File: src/rtl/watchdog_pkg.sv
// Shared types and constants for the bus-side watchdog timer.
package watchdog_pkg;

    // Watchdog operating states.
    typedef enum logic {
        RUN  = 1'b0,
        FIRE = 1'b1
    } wdog_state_e;

    // Data byte that constitutes a valid kick unless overridden.
    localparam logic [7:0] WDOG_KEY_DEFAULT = 8'h39;

    // Width of the saturating firing counter.
    localparam int unsigned FIRE_CNT_W = 4;

    // Increment that sticks at all-ones instead of wrapping.
    function automatic logic [FIRE_CNT_W-1:0] sat_inc(input logic [FIRE_CNT_W-1:0] v);
        return (&v) ? v : v + FIRE_CNT_W'(1);
    endfunction

endpackage

File: src/rtl/watchdog_pulse_gen.sv
// Start-triggered fixed-width pulse generator driving the system reset request.
// A start while idle raises the pulse on that edge; it stays high for exactly
// PULSE_CYCLES cycles. busy drops during the final pulse cycle so the owner can
// leave its FIRE state on the same edge that ends the pulse.
module watchdog_pulse_gen #(
    parameter int unsigned PULSE_CYCLES = 64
) (
    input  logic clk,
    input  logic reset,
    input  logic start,
    output logic busy,
    output logic pulse
);

    localparam int unsigned      PC_W    = $clog2(PULSE_CYCLES + 1);
    localparam logic [PC_W-1:0]  PC_LAST = PC_W'(PULSE_CYCLES - 1);

    logic [PC_W-1:0] pc_q, pc_d;
    logic            pulse_q, pulse_d;

    // Next-state: count pulse cycles while active, launch on start when idle.
    always_comb begin
        pulse_d = pulse_q;
        pc_d    = pc_q;
        if (pulse_q) begin
            if (pc_q == PC_LAST) begin
                pulse_d = 1'b0;
                pc_d    = '0;
            end else begin
                pc_d = pc_q + PC_W'(1);
            end
        end else if (start) begin
            pulse_d = 1'b1;
            pc_d    = '0;
        end
    end

    // State register; reset abandons any pulse in progress.
    always_ff @(posedge clk or posedge reset) begin
        if (reset) begin
            pulse_q <= 1'b0;
            pc_q    <= '0;
        end else begin
            pulse_q <= pulse_d;
            pc_q    <= pc_d;
        end
    end

    assign pulse = pulse_q;
    assign busy  = pulse_q && (pc_q != PC_LAST);

endmodule

File: src/rtl/watchdog_timer.sv
// Bus-side watchdog: counts frame ticks, re-armed by writing KEY through the
// decoder select, fires a fixed-width sys_reset pulse on timeout.
// Optional macro WATCHDOG_STRICT_KEY_EN: a select write with a wrong key while
// running fires the watchdog immediately.
module watchdog_timer
    import watchdog_pkg::*;
#(
    parameter int unsigned TIMEOUT_TICKS = 8,
    parameter int unsigned PULSE_CYCLES  = 64,
    parameter logic [7:0]  KEY           = WDOG_KEY_DEFAULT
) (
    input  logic                  clk,
    input  logic                  reset,
    input  logic                  sel_n,
    input  logic                  wr,
    input  logic [7:0]            d,
    input  logic                  tick,
    output logic                  sys_reset,
    output logic [FIRE_CNT_W-1:0] fire_count
);

    localparam int unsigned       CNT_W    = $clog2(TIMEOUT_TICKS + 1);
    localparam logic [CNT_W-1:0]  CNT_LAST = CNT_W'(TIMEOUT_TICKS - 1);

    wdog_state_e            state_q, state_d;
    logic [CNT_W-1:0]       cnt_q, cnt_d;
    logic [FIRE_CNT_W-1:0]  fire_count_q, fire_count_d;
    logic                   sel_wr, kick, bad_key, fire;
    logic                   pulse_busy, pulse;

    assign sel_wr = !sel_n && wr;
    assign kick   = sel_wr && (d == KEY);

`ifdef WATCHDOG_STRICT_KEY_EN
    assign bad_key = sel_wr && (d != KEY);
`else
    assign bad_key = 1'b0;
`endif

    // Next-state: kicks beat ticks; an expiring tick or bad key launches FIRE.
    always_comb begin
        state_d = state_q;
        cnt_d   = cnt_q;
        fire    = 1'b0;
        unique case (state_q)
            RUN: begin
                if (kick) begin
                    cnt_d = '0;
                end else if (bad_key) begin
                    fire = 1'b1;
                end else if (tick) begin
                    if (cnt_q == CNT_LAST) begin
                        fire = 1'b1;
                    end else begin
                        cnt_d = cnt_q + CNT_W'(1);
                    end
                end
                if (fire) begin
                    state_d = FIRE;
                    cnt_d   = '0;
                end
            end
            FIRE: begin
                // Inputs ignored; leave on the edge that ends the pulse.
                cnt_d = '0;
                if (!pulse_busy) begin
                    state_d = RUN;
                end
            end
            default: begin
                state_d = RUN;
                cnt_d   = '0;
            end
        endcase
    end

    // Saturating count of RUN->FIRE transitions.
    always_comb begin
        fire_count_d = fire ? sat_inc(fire_count_q) : fire_count_q;
    end

    // State, tick counter and firing counter registers.
    always_ff @(posedge clk or posedge reset) begin
        if (reset) begin
            state_q      <= RUN;
            cnt_q        <= '0;
            fire_count_q <= '0;
        end else begin
            state_q      <= state_d;
            cnt_q        <= cnt_d;
            fire_count_q <= fire_count_d;
        end
    end

    watchdog_pulse_gen #(
        .PULSE_CYCLES (PULSE_CYCLES)
    ) u_pulse_gen (
        .clk   (clk),
        .reset (reset),
        .start (fire),
        .busy  (pulse_busy),
        .pulse (pulse)
    );

    assign sys_reset  = pulse;
    assign fire_count = fire_count_q;

endmodule

File: config.mk
export PLATFORM = sky130hd
export DESIGN_NAME = watchdog_timer
export DESIGN_NICKNAME = d
export VERILOG_FILES = /design/src/rtl/watchdog_pkg.sv /design/src/rtl/watchdog_pulse_gen.sv /design/src/rtl/watchdog_timer.sv
export SDC_FILE = /design/constraint.sdc
export NUM_CORES = 1
export LEC_CHECK = 0
export BUFFER_PORTS_ARGS = -buffer_cell sky130_fd_sc_hd__buf_2
export CAP_MARGIN = 20
export CORE_MARGIN = 1.5
export CORE_UTILIZATION = 45
export CTS_BUF_LIST = sky130_fd_sc_hd__clkbuf_4 sky130_fd_sc_hd__clkbuf_8
export CTS_CLUSTER_SIZE = 24
export DETAILED_ROUTE_END_ITERATION = 8
export HOLD_SLACK_MARGIN = 0.08
export PLACE_DENSITY = 0.63
export REMOVE_ABC_BUFFERS = 1
export SLEW_MARGIN = 20
export SYNTH_ARGS = -nofsm -noshare
export SYNTH_HDL_FRONTEND = slang
export SYNTH_SLANG_ARGS = --single-unit
File: constraint.sdc
create_clock -name clk -period 1.7 [get_ports clk]
set_input_delay 0.085 -clock clk [delete_from_list [all_inputs] [get_ports clk]]
set_output_delay 0.085 -clock clk [all_outputs]
set_load 0.01 [all_outputs]
==> impl_metrics.tcl <==
set metrics [dict create \
    cts_sinks 17 \
    rsz0062_at_grt "no" \
    post_cts_resized 0 \
    initial_core_util_pct 47.2 \
    grt_start_max_net_pins 18 \
    finalMaxSlewViolations 0 \
    routabilityCongestion 0.709 \
    start_kind "register" \
    area_growth_pct 18.3 \
    grt_pass1_wl_um 2900 \
    syn_area_sq_um 916 \
    synth_area_leaders "dfrtp_1, ha_1, nand2_1" \
    grt_busiest_layer "met2" \
    drv_cap 0 \
    totalWireLength_um 1720 \
    min_path_cells 4 \
    drive_above_1_share_pct 29.6 \
    pin_count 18 \
    yosysUniqueCellTypes 35 \
    r2r-end "fire_count[1]" \
    clock_latency_ns 0.29 \
    cts_max_level 1 \
    synth_area_leader_cell "dfrtp_1" \
    hpwl_um 1280 \
    power_density_mw_per_mm2 1070 \
    dr_total_vias 746 \
    die_y_um 48.1 \
    overflow 0 \
    dieArea_sq_mm 0.00232 \
    num_rows 16 \
    cts_made_buffers 3 \
    multi_input_area_sq_um 472 \
    grtUsageMet3_pct 4.44 \
    regArea_sq_um 425 \
    maxSlewHeadroom_pct 56.9 \
    peakVddDrop_mv 0.535 \
    met2_usage_pct 30.4 \
    hold_viol 0 \
    root_buffer "clkbuf_4" \
    cp.required_ns 1.89 \
    run_status "completed" \
    final.fill_count 178 \
    skew_ns 0.00561 \
    clk_path_buf_depth 2 \
    worst-path-max-fanout 8 \
    io_buffer_count 17 \
    die_x_um 48.1 \
    via_per_inst 5.53 \
    hold_end "cnt_q[1]" \
    diodes 0 \
    grt_use_total_pct 18.7 \
    critical_path_class "reg2reg" \
    synth-seq-area-share_pct 46.4 \
    finalNonFillerCells 135 \
    final_antenna_net_count 0 \
    wl_per_cell_um 12.7 \
    yosys_warnings 0 \
    core-area_sq_mm 0.00194 \
    fmax_mhz 617 \
    finalSetupTns_ns 0 \
    nNetsFinal 125 \
    grtUsageMet1_pct 23.0 \
    clk_pin_slew_ns 0.11 \
    grt_pass1_vias 647 \
    drc 0 \
    ys_seq_elements 17 \
    setup_viol 0 \
    min_period_over_period_pct 95.4 \
    hold_class "in2reg" \
    worstHoldStart "tick" \
    tightest_slew_ns 0.646 \
    r2r_cells 5 \
    avgSynthCellArea_sq_um 10.8 \
    r2r-start "cnt_q[0]" \
    r2r_slack_ns 0.08 \
    fin_crit_ns 1.62 \
    syn-instance-count 85 \
    initialDrtViolationCount 8 \
    p_leak_nw 0.514 \
    endpoint_kind "register" \
    synth.top_cell.area_share_pct 46.4 \
    placedCellCount 130 \
    dr.pass1.iters 4 \
    cts_tree "yes" \
    antenna_found_initial 0 \
    worst_ep_arrival_time_ns 1.81 \
]
[state kept, by name (all words and copies together), names as in the netlist]
register / flops
u_pulse_gen.pulse: 1
fire_count: 4
cnt_q: 4
u_pulse_gen.pc_q: 7
state_q: 1
[report_power, final]
group	switching (mW)	total, mW	internal [mW]
Sequential	0.0756	0.562	0.487
Combinational	0.187	0.371	0.184
Clock	0.137	0.225	0.0875
[per-stage QoR]
stage / total power, mW / worst slack (ns) / hold slack (ns) / utilization, % / cell area [sq um]
finish: 1.16 / 0.0784 / 0.187 / 55.8 / 1080
global placement: 0.925 / 0.146 / 0.209 / 53.9 / 1050
detailed placement: 0.946 / 0.0931 / 0.212 / 53.9 / 1050
global route: 1.26 / 0.00661 / 0.217 / 55.8 / 1080
CTS: 1.17 / 0.0748 / 0.182 / 55.8 / 1080
floorplan: 0.810 / 0.200 / 0.0111 / - / 912
[timing repair]
action / in CTS / in global routing
endpoints found under the hold margin: 17 / 0
buffers inserted: 0 / 0
hold buffers: 1 / 0
[layout make-up]
type | count | area share [%]
tap | 27 | 3.12
clock inverter | 1 | 0.462
inverter | 4 | 1.39
timing repair buffer | 20 | 10.2
sequential | 17 | 39.3
multi-input combinational | 63 | 43.5
clock buffer | 3 | 2.08
[cells by family (layout without fill, tap and decap cells)]
| kind of cell | count (synthesis) | in the layout | synth area share (%) |
|---|---|---|---|
| AO/OA/AOI/OAI | 21 | 21 | 18.7 |
| adder cells (fa/ha/maj) | 3 | 3 | 4.10 |
| buffers and inverters | 5 | 28 | 2.05 |
| flip-flops | 17 | 17 | 46.4 |
| AND/OR/NAND/NOR | 34 | 34 | 23.1 |
| multiplexers | 2 | 2 | 2.73 |
| XOR/XNOR | 3 | 3 | 2.87 |
[cells in the mapped netlist]
library cell,number
a211oi_1,1
a41oi_1,1
o22ai_1,2
or3_1,1
nand4bb_1,1
nor3b_1,1
clkbuf_1,1
xnor2_1,2
dfrtp_1,17
o21ai_1,4
a2bb2oi_1,1
o311ai_2,1
mux2_4,1
nand2_4,1
o221a_1,1
nand3_1,5
nor3_1,6
nand2b_1,1
mux2i_1,1
inv_1,4
o31ai_2,1
o22a_1,1
nand4_1,1
ha_1,3
nand4bb_4,1
nand2b_2,1
nand2_1,10
xor2_1,1
o21ai_2,1
a21o_1,2
o311a_4,1
nor2_1,2
a21oi_1,4
and4b_4,1
and3_1,2
[layer usage]
metal	part of all wire (%)	up-vias
met5	0	-
met4	0.87	0
met3	2.0	2
met2	53	7
met1	44	372
li1	-	365
[worst max-delay path, cell delays in order (launching register included)]
cell and delay, ns:
dfrtp_1 0.41, ha_1 0.21, and4b_4 0.28, o311a_4 0.26
nand2_4 0.06, mux2_4 0.29
[cell usage in the layout, fill, tap and decap left out, types with 2 or more instances in the layout]
cell type   n
a21o_1      2
a21oi_1     4
and3_1      2
buf_2      17
buf_4       2
clkbuf_4    3
dfrtp_1    17
ha_1        3
inv_1       4
nand2_1    10
nand3_1     5
nor2_1      2
nor3_1      6
o21ai_1     4
o22ai_1     2
xnor2_1     2
[how the worst max path moves through the flow]
stage	startpoint	endpoint	cells after the start
6_report	cnt_q[0]	fire_count[1]	5
5_1_grt	cnt_q[0]	fire_count[1]	5
4_1_cts	cnt_q[0]	fire_count[1]	5
3_5_place_dp	cnt_q[0]	fire_count[1]	5
3_3_place_gp	cnt_q[0]	fire_count[1]	5
2_1_floorplan	cnt_q[0]	fire_count[1]	5
Note: power is estimated with default switching activity, not from simulation.
